<file path="src/rtl/pipeline_stall_ctrl.sv">
// rtl/pipeline_stall_ctrl.sv - stall/flush sequencer for the 5-stage RISC-V pipeline
// Arbitrates memory wait, MDU, branch redirect and load-use requests onto stage enables/flushes.
module pipeline_stall_ctrl #(
   parameter int MDU_LATENCY = 4,
   parameter int MEM_TIMEOUT = 16,
   parameter int CNT_W       = 16
) (
   input  logic             clk,
   input  logic             rst,
   input  logic             load_use_req,
   input  logic             branch_taken,
   input  logic             mdu_start,
   input  logic             mem_req,
   input  logic             mem_ready,
   output logic             PCWrite,
   output logic             IFIDWrite,
   output logic             IDEXWrite,
   output logic             EXMEMWrite,
   output logic             IFIDFlush,
   output logic             IDEXFlush,
   output logic             EXMEMFlush,
   output logic             mem_timeout,
   output logic [CNT_W-1:0] stall_count,
   output logic [1:0]       state_o
);

   localparam int MW = $clog2(MEM_TIMEOUT + 1);
   localparam int DW = (MDU_LATENCY > 2) ? $clog2(MDU_LATENCY) : 1;
   localparam logic [MW-1:0] MEM_TO   = MW'(MEM_TIMEOUT);
   localparam logic [DW-1:0] MDU_INIT = DW'(MDU_LATENCY - 2);

   typedef enum logic [1:0] {
      IDLE     = 2'd0,
      MEM_WAIT = 2'd1,
      MDU_WAIT = 2'd2
   } state_t;

   state_t        state, state_n;
   logic [MW-1:0] mem_cnt, mem_cnt_n;
   logic [DW-1:0] mdu_cnt, mdu_cnt_n;
   logic          decode_en, mem_en;

   always_ff @(posedge clk) begin
      if (rst) begin
         state       <= IDLE;
         mem_cnt     <= '0;
         mdu_cnt     <= '0;
         mem_timeout <= 1'b0;
         stall_count <= '0;
      end else begin
         state   <= state_n;
         mem_cnt <= mem_cnt_n;
         mdu_cnt <= mdu_cnt_n;
         if (state_n == MEM_WAIT && mem_cnt_n == MEM_TO)
            mem_timeout <= 1'b1;
         if (!PCWrite && stall_count != '1)
            stall_count <= stall_count + 1'b1;
      end
   end

   always_comb begin
      PCWrite    = 1'b1;
      IFIDWrite  = 1'b1;
      IDEXWrite  = 1'b1;
      EXMEMWrite = 1'b1;
      IFIDFlush  = 1'b0;
      IDEXFlush  = 1'b0;
      EXMEMFlush = 1'b0;
      state_n    = state;
      mem_cnt_n  = mem_cnt;
      mdu_cnt_n  = mdu_cnt;
      decode_en  = 1'b0;
      mem_en     = 1'b0;

      if (rst) begin
         PCWrite    = 1'b0;
         IFIDWrite  = 1'b0;
         IDEXWrite  = 1'b0;
         EXMEMWrite = 1'b0;
         IFIDFlush  = 1'b1;
         IDEXFlush  = 1'b1;
         EXMEMFlush = 1'b1;
         state_n    = IDLE;
         mem_cnt_n  = '0;
         mdu_cnt_n  = '0;
      end else begin
         case (state)
            IDLE: begin
               decode_en = 1'b1;
               mem_en    = 1'b1;
            end
            MEM_WAIT: begin
               if (!mem_ready) begin
                  PCWrite    = 1'b0;
                  IFIDWrite  = 1'b0;
                  IDEXWrite  = 1'b0;
                  EXMEMWrite = 1'b0;
                  if (mem_cnt < MEM_TO)
                     mem_cnt_n = mem_cnt + 1'b1;
               end else begin
                  decode_en = 1'b1;
                  state_n   = IDLE;
               end
            end
            MDU_WAIT: begin
               if (mdu_cnt != '0) begin
                  PCWrite    = 1'b0;
                  IFIDWrite  = 1'b0;
                  IDEXWrite  = 1'b0;
                  EXMEMFlush = 1'b1;
                  mdu_cnt_n  = mdu_cnt - 1'b1;
               end else begin
                  decode_en = 1'b1;
                  mem_en    = 1'b1;
                  state_n   = IDLE;
               end
            end
            default: state_n = IDLE;
         endcase

         // Priority decode; mdu_start beats branch_taken so the branch re-presents after release
         if (decode_en) begin
            if (mem_en && mem_req && !mem_ready) begin
               PCWrite    = 1'b0;
               IFIDWrite  = 1'b0;
               IDEXWrite  = 1'b0;
               EXMEMWrite = 1'b0;
               state_n    = MEM_WAIT;
               mem_cnt_n  = MW'(1);
            end else if (mdu_start) begin
               PCWrite    = 1'b0;
               IFIDWrite  = 1'b0;
               IDEXWrite  = 1'b0;
               EXMEMFlush = 1'b1;
               state_n    = MDU_WAIT;
               mdu_cnt_n  = MDU_INIT;
            end else if (branch_taken) begin
               IFIDFlush = 1'b1;
               IDEXFlush = 1'b1;
            end else if (load_use_req) begin
               PCWrite   = 1'b0;
               IFIDWrite = 1'b0;
               IDEXFlush = 1'b1;
            end
         end
      end
   end

   assign state_o = state;

endmodule

</file>
<file path="config.mk">
export PLATFORM = sky130hd
export DESIGN_NAME = pipeline_stall_ctrl
export DESIGN_NICKNAME = d
export VERILOG_FILES = /design/src/rtl/pipeline_stall_ctrl.sv
export SDC_FILE = /design/constraint.sdc
export NUM_CORES = 1
export LEC_CHECK = 0
export BUFFER_PORTS_ARGS = -buffer_cell sky130_fd_sc_hd__buf_4
export CAP_MARGIN = 20
export CORE_UTILIZATION = 58
export DETAILED_ROUTE_END_ITERATION = 16
export HOLD_SLACK_MARGIN = 0.15
export PLACE_DENSITY = 0.93
export SLEW_MARGIN = 20
export SYNTH_ARGS = -nofsm -noshare
export SYNTH_HDL_FRONTEND = slang
export SYNTH_SLANG_ARGS = --single-unit
</file>
<file path="constraint.sdc">
create_clock -name clk -period 4.55 [get_ports clk]
set_clock_uncertainty 0.2 [all_clocks]
set_input_delay 0.91 -clock clk [delete_from_list [all_inputs] [get_ports clk]]
set_output_delay 0.91 -clock clk [all_outputs]
set_load 0.005 [all_outputs]
</file>
==> results of run 1 <==
cell families (layout without fill, tap and decap cells):
logic type / after synthesis / count (layout) / share of synthesized area, %
adder cells (fa/ha/maj): 6 / 6 / 4.80
buffers and inverters: 20 / 48 / 6.24
flip-flops: 26 / 26 / 33.3
AO/OA/AOI/OAI: 51 / 51 / 23.2
AND/OR/NAND/NOR: 79 / 79 / 29.0
multiplexers: 2 / 2 / 1.28
XOR/XNOR: 4 / 4 / 2.24
metal layers:
layer / vias up / share of wire (%) / track usage [%]
met1: 713 / 42 / 31.0
met2: 51 / 52 / 47.7
met5: - / 0 / 0
met3: 6 / 4.2 / 3.67
li1: 767 / - / -
met4: 0 / 2.0 / 12.3
where the power goes:
| part | leakage, nW | internal (mW) | total [mW] | switching (mW) |
|---|---|---|---|---|
| combinational | 0.463 | 0.0522 | 0.114 | 0.0617 |
| sequential | 0.211 | 0.237 | 0.248 | 0.0117 |
| clock | 0.0279 | 0.0892 | 0.165 | 0.0754 |
| total | 0.702 | 0.378 | 0.527 | 0.149 |
layout make-up:
cell class                 count  share of cell area (%)
clock buffer                   3                    1.22
clock inverter                 1                    1.62
inverter                      10                    2.03
multi-input combinational    142                    51.2
sequential                    26                    28.1
tap                           30                    2.03
timing repair buffer          34                    13.8
how the worst min path moves through the flow:
stage                start     endpoint  slack, ps  cells past startpoint
2_1_floorplan   mem_cnt[4]   mem_cnt[4]        250                      2
3_3_place_gp   mem_timeout  mem_timeout        250                      2
3_5_place_dp   mem_timeout  mem_timeout        260                      2
4_1_cts        mem_timeout  mem_timeout        280                      2
5_1_grt         mem_cnt[4]   mem_cnt[4]        330                      2
6_report       mem_timeout  mem_timeout        280                      2
worst reg2reg max path, stage by stage (launching register included):
cell	delay, ps
dfxtp_1	390
inv_1	100
ha_1	260
or3b_4	430
a21oi_4	190
a221oi_2	110
buf_4	240
or4_1	530
a21oi_1	180
state kept, by name, summed over array words and instances (netlist names):
register	flops
stall_count	16
mem_timeout	1
state_o	2
mdu_cnt	2
mem_cnt	5
metrics by stage:
| stage | instance area [µm²] | hold WS [ps] | utilization [%] |
|---|---|---|---|
| after global placement | 1800 | 251 | 71.2 |
| final | 1850 | 277 | 73.3 |
| after floorplan | 1560 | 249 | - |
| after CTS | 1850 | 281 | 73.3 |
| after global routing | 1850 | 327 | 73.3 |
| after detailed placement | 1800 | 258 | 71.2 |
cell usage in the layout (no fill, tap or decap), drive strengths merged, types with 5 or more instances in the layout:
cell type and count:
a21oi 18, and2 5, buf 34, dfxtp 26
ha 6, inv 10, nand2 11, nand3 7
nand4 7, nor2 11, nor2b 5, nor3 5
o31ai 11, or4 10
==> flow_summary.yaml, run 1 <==
outcome:
  status: "finished, final reports clean"
final_layout:
  nFillCells: 186
  area_growth_pct: 18.2
  drive_gt1_share_pct: 20.4
  fin_cells: 246
  num_antenna_cells: 0
  multi_input_area_um2: 946
  ff_latch_area_um2: 520
  nets: 230
critical_path:
  critical_path_arrival_ps: 2370
  reg2reg_depth: 8
  end_kind: "primary output"
  crit_start: "state_o[0]"
  crit_cells: 7
  r2r_slack_ps: 1870
  cp_top_family: "compound AO/OA/AOI/OAI gates"
  crit_end: "EXMEMWrite"
  r2r-end: "stall_count[13]"
  crit_required_ps: 3440
  crit_fanout: 7
  r2r-start: "state_o[0]"
  worst-path-buf-inv: 2
  critPathKind: "register to primary output"
  max_stage_delay_ps: 470
  cp-start-kind: "register"
  slowest_stage: "o21bai_1"
  crit_chain: "inv_1 > ha_1 > nor3b_1 > o21ai_1 > o21bai_1 > nor2_1 > buf_4"
detailed_routing:
  postRouteAntennaNets: 0
  vias: 1537
  drt-pass1-iter-count: 4
  via_per_inst: 6.25
  finalWirelength_um: 3650
  drc: 0
  drt-initial-drc-count: 52
  wl_per_cell_um: 14.8
floorplanning:
  initial_core_util_pct: 62.0
  die_width_um: 53.9
  ios: 33
  rows: 18
  core-area_um2: 2520
  die_area_um2: 2910
  die_h_um: 53.9
power:
  leakagePower_nw: 0.702
  power.total_mw: 0.527
  power_density_nw_per_um2: 285
  peakVddDrop_mv: 0.269
timing:
  worst_slew_pin_slew_ps: 840
  slew_viol_final: 0
  setup_tns_ps: 0
  worst_slack_ps: 1070
  min_period_ps: 3480
  max_freq_mhz: 287
  setup_viol_count_final: 0
  finalCritPeriodShare_pct: 76.5
  relSlewSlack_pct: 43.9
  rsz0062_at_grt: "no"
  finalHoldViolations: 0
cts:
  cts_hold_buf: 0
  clock_latency_ps: 340
  clk_pin_slew_ps: 150
  post_cts_resized: 0
  post_cts_buffers: 0
  cts_buffers: 3
  cts_max_level: 1
  cts_root_buf: "clkbuf_4"
  clock-sinks: 26
  cts_tree: "done"
  clockBufferDepth: 2
synth:
  netlist_area_um2: 1560
  netlist_instances: 188
  synth-seq-cells: 26
  yosysTopAreaCellShare_pct: 33.3
  synth_edf_count: 0
  synth_most_common_cell: "dfxtp_1"
  synth_cell_types: 46
  synth_commonest_cells: "26 x dfxtp_1, 17 x a21oi_1, 11 x nand2_1, 11 x nor2_1, 11 x o31ai_1"
  yosysSeqAreaShare_pct: 33.3
  yosys_most_used_dff: "dfxtp_1"
  async_flop_share_pct: 0
  yosys.area.top_type: "dfxtp_1"
  synth_nets: 201
  synth_area_leaders: "dfxtp_1 33%, a21oi_1 5.4%, o31ai_1 5.3%, ha_1 4.8%, or4_1 4.8%"
  ys_warn_count: 0
  syn_avg_cell_area_um2: 8.32
grt:
  grt_pass1_wl_um: 5610
  grt-ovfl-total: 0
  grt_pass1_vias: 1305
  track_usage_pct: 26.7
  antenna_found_initial: 0
  grt_max_degree: 33
placed_design:
  dp.cells: 242
  dp_hpwl_um: 2600
  pre_cts_slack_ps: 1310
  port_buffers: 32
  gp_congestion: 0.775
hold_path:
  hold_path_class: "register to register"
job:
  maxCapViolCount: 0
(Power assumes the default switching activity.)
==> run 2: changes to the inputs <==
--- a/config.mk
+++ b/config.mk
@@ -7,10 +7,10 @@
 export LEC_CHECK = 0
 export BUFFER_PORTS_ARGS = -buffer_cell sky130_fd_sc_hd__buf_4
 export CAP_MARGIN = 20
-export CORE_UTILIZATION = 58
+export CORE_UTILIZATION = 54
 export DETAILED_ROUTE_END_ITERATION = 16
 export HOLD_SLACK_MARGIN = 0.15
-export PLACE_DENSITY = 0.93
+export PLACE_DENSITY = 0.88
 export SLEW_MARGIN = 20
 export SYNTH_ARGS = -nofsm -noshare
 export SYNTH_HDL_FRONTEND = slang
==> constraint.sdc (replaced) <==
create_clock -name clk -period 3.65 [get_ports clk]
set_clock_uncertainty 0.2 [all_clocks]
set_input_delay 0.73 -clock clk [delete_from_list [all_inputs] [get_ports clk]]
set_output_delay 0.73 -clock clk [all_outputs]
set_load 0.005 [all_outputs]
==> flow_summary.yaml, run 2 (same netlist as run 1, synthesis figures left out) <==
outcome:
  status: "finished, final reports clean"
critical_path:
  crit_required_ps: 2720
  critPathKind: "register to primary output"
  crit_chain: "inv_1 > ha_1 > nor3b_1 > o21ai_1 > o21bai_1 > nor2_1 > buf_4"
  r2r-start: "state_o[0]"
  critical_path_arrival_ps: 2330
  r2r_slack_ps: 950
  cp-start-kind: "register"
  max_stage_delay_ps: 470
  crit_fanout: 7
  slowest_stage: "o21bai_1"
  crit_cells: 7
  reg2reg_depth: 8
  worst-path-buf-inv: 2
  r2r-end: "stall_count[7]"
  crit_end: "EXMEMWrite"
  cp_top_family: "compound AO/OA/AOI/OAI gates"
  crit_start: "state_o[0]"
  end_kind: "primary output"
final_layout:
  nFillCells: 239
  final_common_cell: "buf_4"
  top_register: "stall_count"
  fin_cells: 248
  area_growth_pct: 18.8
  largest_register_ff_count: 16
  num_antenna_cells: 0
  layout_common_cells: "35 x buf_4, 26 x dfxtp_1, 17 x a21oi_1"
  drive_gt1_share_pct: 20.7
  top_regs: "stall_count: 16 flops, mem_cnt: 5 flops"
  nets: 231
detailed_routing:
  wl_per_cell_um: 13.3
  vias: 1517
  finalWirelength_um: 3290
  drc: 0
  via_per_inst: 6.12
  drt-initial-drc-count: 33
  postRouteAntennaNets: 0
  drt-pass1-iter-count: 4
power:
  peakVddDrop_mv: 0.423
  internal_power_mw: 0.471
  leakagePower_nw: 0.707
  power_frac_seq_pct: 47.7
  p_comb_share_pct: 21.7
  switchingPower_mw: 0.178
  swShare_pct: 27.4
  clkPwrFrac_pct: 30.6
  power.total_mw: 0.649
  power_density_nw_per_um2: 349
floorplanning:
  ios: 33
  initial_core_util_pct: 56.7
  die_h_um: 55.8
  die_area_um2: 3120
  die_width_um: 55.8
  core-area_um2: 2760
  rows: 19
cts:
  clk_pin_slew_ps: 150
  cts_root_buf: "clkbuf_4"
  cts_buffers: 3
  post_cts_resized: 0
  post_cts_buffers: 0
  cts_hold_buf: 0
  clock-sinks: 26
  cts_max_level: 1
  clockBufferDepth: 2
  cts_tree: "done"
  clock_latency_ps: 330
grt:
  antenna_found_initial: 0
  grt_pass1_wl_um: 5400
  track_usage_pct: 21.1
  grt_max_degree: 33
  grt_pass1_vias: 1302
  grt-ovfl-total: 0
job:
  maxCapViolCount: 0
timing:
  relSlewSlack_pct: 66.1
  setup_viol_count_final: 0
  min_period_ps: 3260
  finalCritPeriodShare_pct: 89.3
  max_freq_mhz: 307
  slew_viol_final: 0
  rsz0062_at_grt: "no"
  worst_slew_pin_slew_ps: 507
  finalHoldViolations: 0
  worst_slack_ps: 392
  setup_tns_ps: 0
hold_path:
  hold_path_class: "register to register"
placed_design:
  gp_congestion: 0.814
  dp.cells: 244
  dp_hpwl_um: 2340
  pre_cts_slack_ps: 732
  port_buffers: 32
## run 2: cell type report
class	count	area (µm²)	share of cell area, %
clock buffer	3	22.5	1.21
clock inverter	1	30.0	1.62
inverter	10	37.5	2.02
multi-input combinational	142	946	50.9
sequential	26	520	28.0
tap	31	38.8	2.09
timing repair buffer	35	263	14.1
## run 2: metal layers
metal	global-route usage, %	vias up	wire length (µm)
li1	-	766	-
met1	27.2	702	1550
met2	36.7	45	1540
met3	2.33	4	164
met4	7.67	0	40
met5	0	-	0
## run 2: worst reg2reg max path: stages (launching register included)
cell      delay (ps)
dfxtp_1          430
inv_1             90
ha_1             250
and3b_1          180
a2111o_1         390
a221oi_2         400
buf_4            360
nor4_1           100
o21ba_2          200
## run 2: stage by stage
step                      util [%]  hold WS [ps]  instance area [µm²]
after detailed placement      65.5           259                 1810
final                         67.4           275                 1860
after global routing          67.4           306                 1860
after global placement        65.5           257                 1810
after CTS                     67.4           278                 1860
after floorplan                  -           249                 1560
## run 2: power by group through the flow
stage | clock (mW) | sequential [mW] | combinational, mW
final | 0.199 | 0.309 | 0.141
after floorplan | 0 | 0.313 | 0.0985
after detailed placement | 0 | 0.315 | 0.140
after global placement | 0 | 0.315 | 0.137
after CTS | 0.203 | 0.309 | 0.140
after global routing | 0.213 | 0.312 | 0.156
## run 2: worst min-delay path by stage
stage | start | end | slack (ps) | cells after the start
after floorplan | mem_cnt[4] | mem_cnt[4] | 250 | 2
after global placement | mem_timeout | mem_timeout | 260 | 2
after detailed placement | mem_timeout | mem_timeout | 260 | 2
after CTS | mem_timeout | mem_timeout | 280 | 2
after global routing | mem_timeout | mem_timeout | 310 | 2
final | mem_timeout | mem_timeout | 280 | 2
==> run 3: changes to the inputs <==
--- a/config.mk
+++ b/config.mk
@@ -7,10 +7,12 @@
 export LEC_CHECK = 0
 export BUFFER_PORTS_ARGS = -buffer_cell sky130_fd_sc_hd__buf_4
 export CAP_MARGIN = 20
-export CORE_UTILIZATION = 54
+export CORE_UTILIZATION = 56
+export CTS_BUF_LIST = sky130_fd_sc_hd__clkbuf_8
 export DETAILED_ROUTE_END_ITERATION = 16
 export HOLD_SLACK_MARGIN = 0.15
-export PLACE_DENSITY = 0.88
+export PLACE_DENSITY = 0.91
+export RECOVER_POWER = 25
 export SLEW_MARGIN = 20
 export SYNTH_ARGS = -nofsm -noshare
 export SYNTH_HDL_FRONTEND = slang
==> flow_summary.yaml, run 3 (same netlist as run 1, synthesis figures left out) <==
outcome:
  status: "finished, final reports clean"
detailed_routing:
  vias: 1537
  drt-pass1-iter-count: 4
  via_per_inst: 6.25
  drc: 0
  postRouteAntennaNets: 0
  wl_per_cell_um: 14.9
  drt-initial-drc-count: 26
  finalWirelength_um: 3670
floorplanning:
  die_h_um: 54.8
  initial_core_util_pct: 60.9
  rows: 18
  die_width_um: 54.8
  ios: 33
  die_area_um2: 3010
  core-area_um2: 2570
critical_path:
  slowest_stage: "o21bai_1"
  reg2reg_depth: 8
  crit_cells: 7
  cp-start-kind: "register"
  max_stage_delay_ps: 500
  critPathKind: "register to primary output"
  end_kind: "primary output"
  worst-path-buf-inv: 2
  cp_top_family: "compound AO/OA/AOI/OAI gates"
  crit_fanout: 7
  r2r-end: "stall_count[7]"
  critical_path_arrival_ps: 2470
  crit_required_ps: 2720
  r2r-start: "state_o[0]"
  crit_chain: "inv_1 > ha_1 > nor3b_1 > o21ai_1 > o21bai_1 > nor2_1 > buf_4"
  r2r_slack_ps: 820
final_layout:
  layout_common_cells: "26 x dfxtp_1, 21 x buf_4, 17 x a21oi_1, 12 x clkbuf_4"
  final_common_cell: "dfxtp_1"
  top_regs: "stall_count: 16 flops, mem_cnt: 5 flops"
  drive_gt1_share_pct: 19.9
  top_register: "stall_count"
  area_growth_pct: 18.2
  largest_register_ff_count: 16
  post-route-util_pct: 72.0
  nets: 230
  num_antenna_cells: 0
  fin_area_um2: 1850
  nFillCells: 212
  fin_cells: 246
timing:
  setup_tns_ps: 0
  finalCritPeriodShare_pct: 93.1
  max_freq_mhz: 294
  relSlewSlack_pct: 48.3
  finalHoldViolations: 0
  slew_viol_final: 0
  worst_slew_pin_slew_ps: 774
  setup_viol_count_final: 0
  min_period_ps: 3400
  rsz0062_at_grt: "no"
placed_design:
  place_area_um2: 1800
  dp_hpwl_um: 2680
  port_buffers: 32
  dp.cells: 242
  gp_congestion: 0.843
grt:
  grt-ovfl-total: 0
  grt_pass1_wl_um: 5480
  grt_max_degree: 30
  track_usage_pct: 25.9
  grt_pass1_vias: 1267
  antenna_found_initial: 0
cts:
  cts_max_level: 1
  clk_pin_slew_ps: 90
  post_cts_resized: 0
  cts_buffers: 3
  cts_hold_buf: 0
  clockBufferDepth: 2
  cts_tree: "done"
  cts_root_buf: "clkbuf_8"
  clock_latency_ps: 270
  clock-sinks: 26
  post_cts_buffers: 0
hold_path:
  whs_path_depth: 2
  hold_end: "stall_count[11]"
  hold_path_class: "register to register"
  min_from: "stall_count[11]"
job:
  maxCapViolCount: 0
power:
  power.total_mw: 0.637
  peakVddDrop_mv: 0.318
  power_density_nw_per_um2: 345
  leakagePower_nw: 0.692
==> run 3: cell types whose count changed in the layout (fill, tap and decap cells not counted), sizes merged <==
cell,delta
buf,-14
clkbuf,+14
bufinv,-1
==> run 3: how the worst max path moves through the flow <==
| stage | startpoint | end | slack (ps) |
|---|---|---|---|
| 2_1_floorplan | mem_req | PCWrite | 690 |
| 3_3_place_gp | mem_ready | PCWrite | 660 |
| 6_report | state_o[0] | EXMEMWrite | 250 |
| 3_5_place_dp | state_o[0] | EXMEMWrite | 620 |
| 5_1_grt | state_o[0] | EXMEMWrite | 60 |
| 4_1_cts | state_o[0] | EXMEMWrite | 290 |
==> run 3: routing by layer <==
layer	wire length [µm]	global-route usage, %	vias up
met3	146	4.17	9
met1	1590	30.5	730
li1	-	-	757
met2	1870	43.6	41
met4	75	15.0	0
met5	0	0	-
==> run 3: per-stage QoR <==
stage	hold slack (ps)	worst slack [ps]
floorplan	249	693
global placement	254	664
detailed placement	287	624
CTS	303	294
global route	323	61.0
finish	301	252
==> run 3: report_power, final <==
part	total [mW]	internal (mW)	leakage (nW)	switching [mW]
Combinational	0.140	0.0635	0.452	0.0765
Sequential	0.310	0.294	0.211	0.0157
Clock	0.187	0.0966	0.0288	0.0907
Total	0.637	0.455	0.692	0.183
==> run 3: tightest hold or removal path, delay by kind of cell, from the launching register on <==
family	cells	cell delay, ps
flip-flops	1	340
AO/OA/AOI/OAI	2	130
==> run 3: layout make-up <==
type                       count  area [µm²]  area share, %
clock buffer                   4        55.1           2.98
multi-input combinational    142         946           51.2
timing repair buffer          34         251           13.6
sequential                    26         520           28.2
inverter                      10        37.5           2.03
tap                           30        37.5           2.03
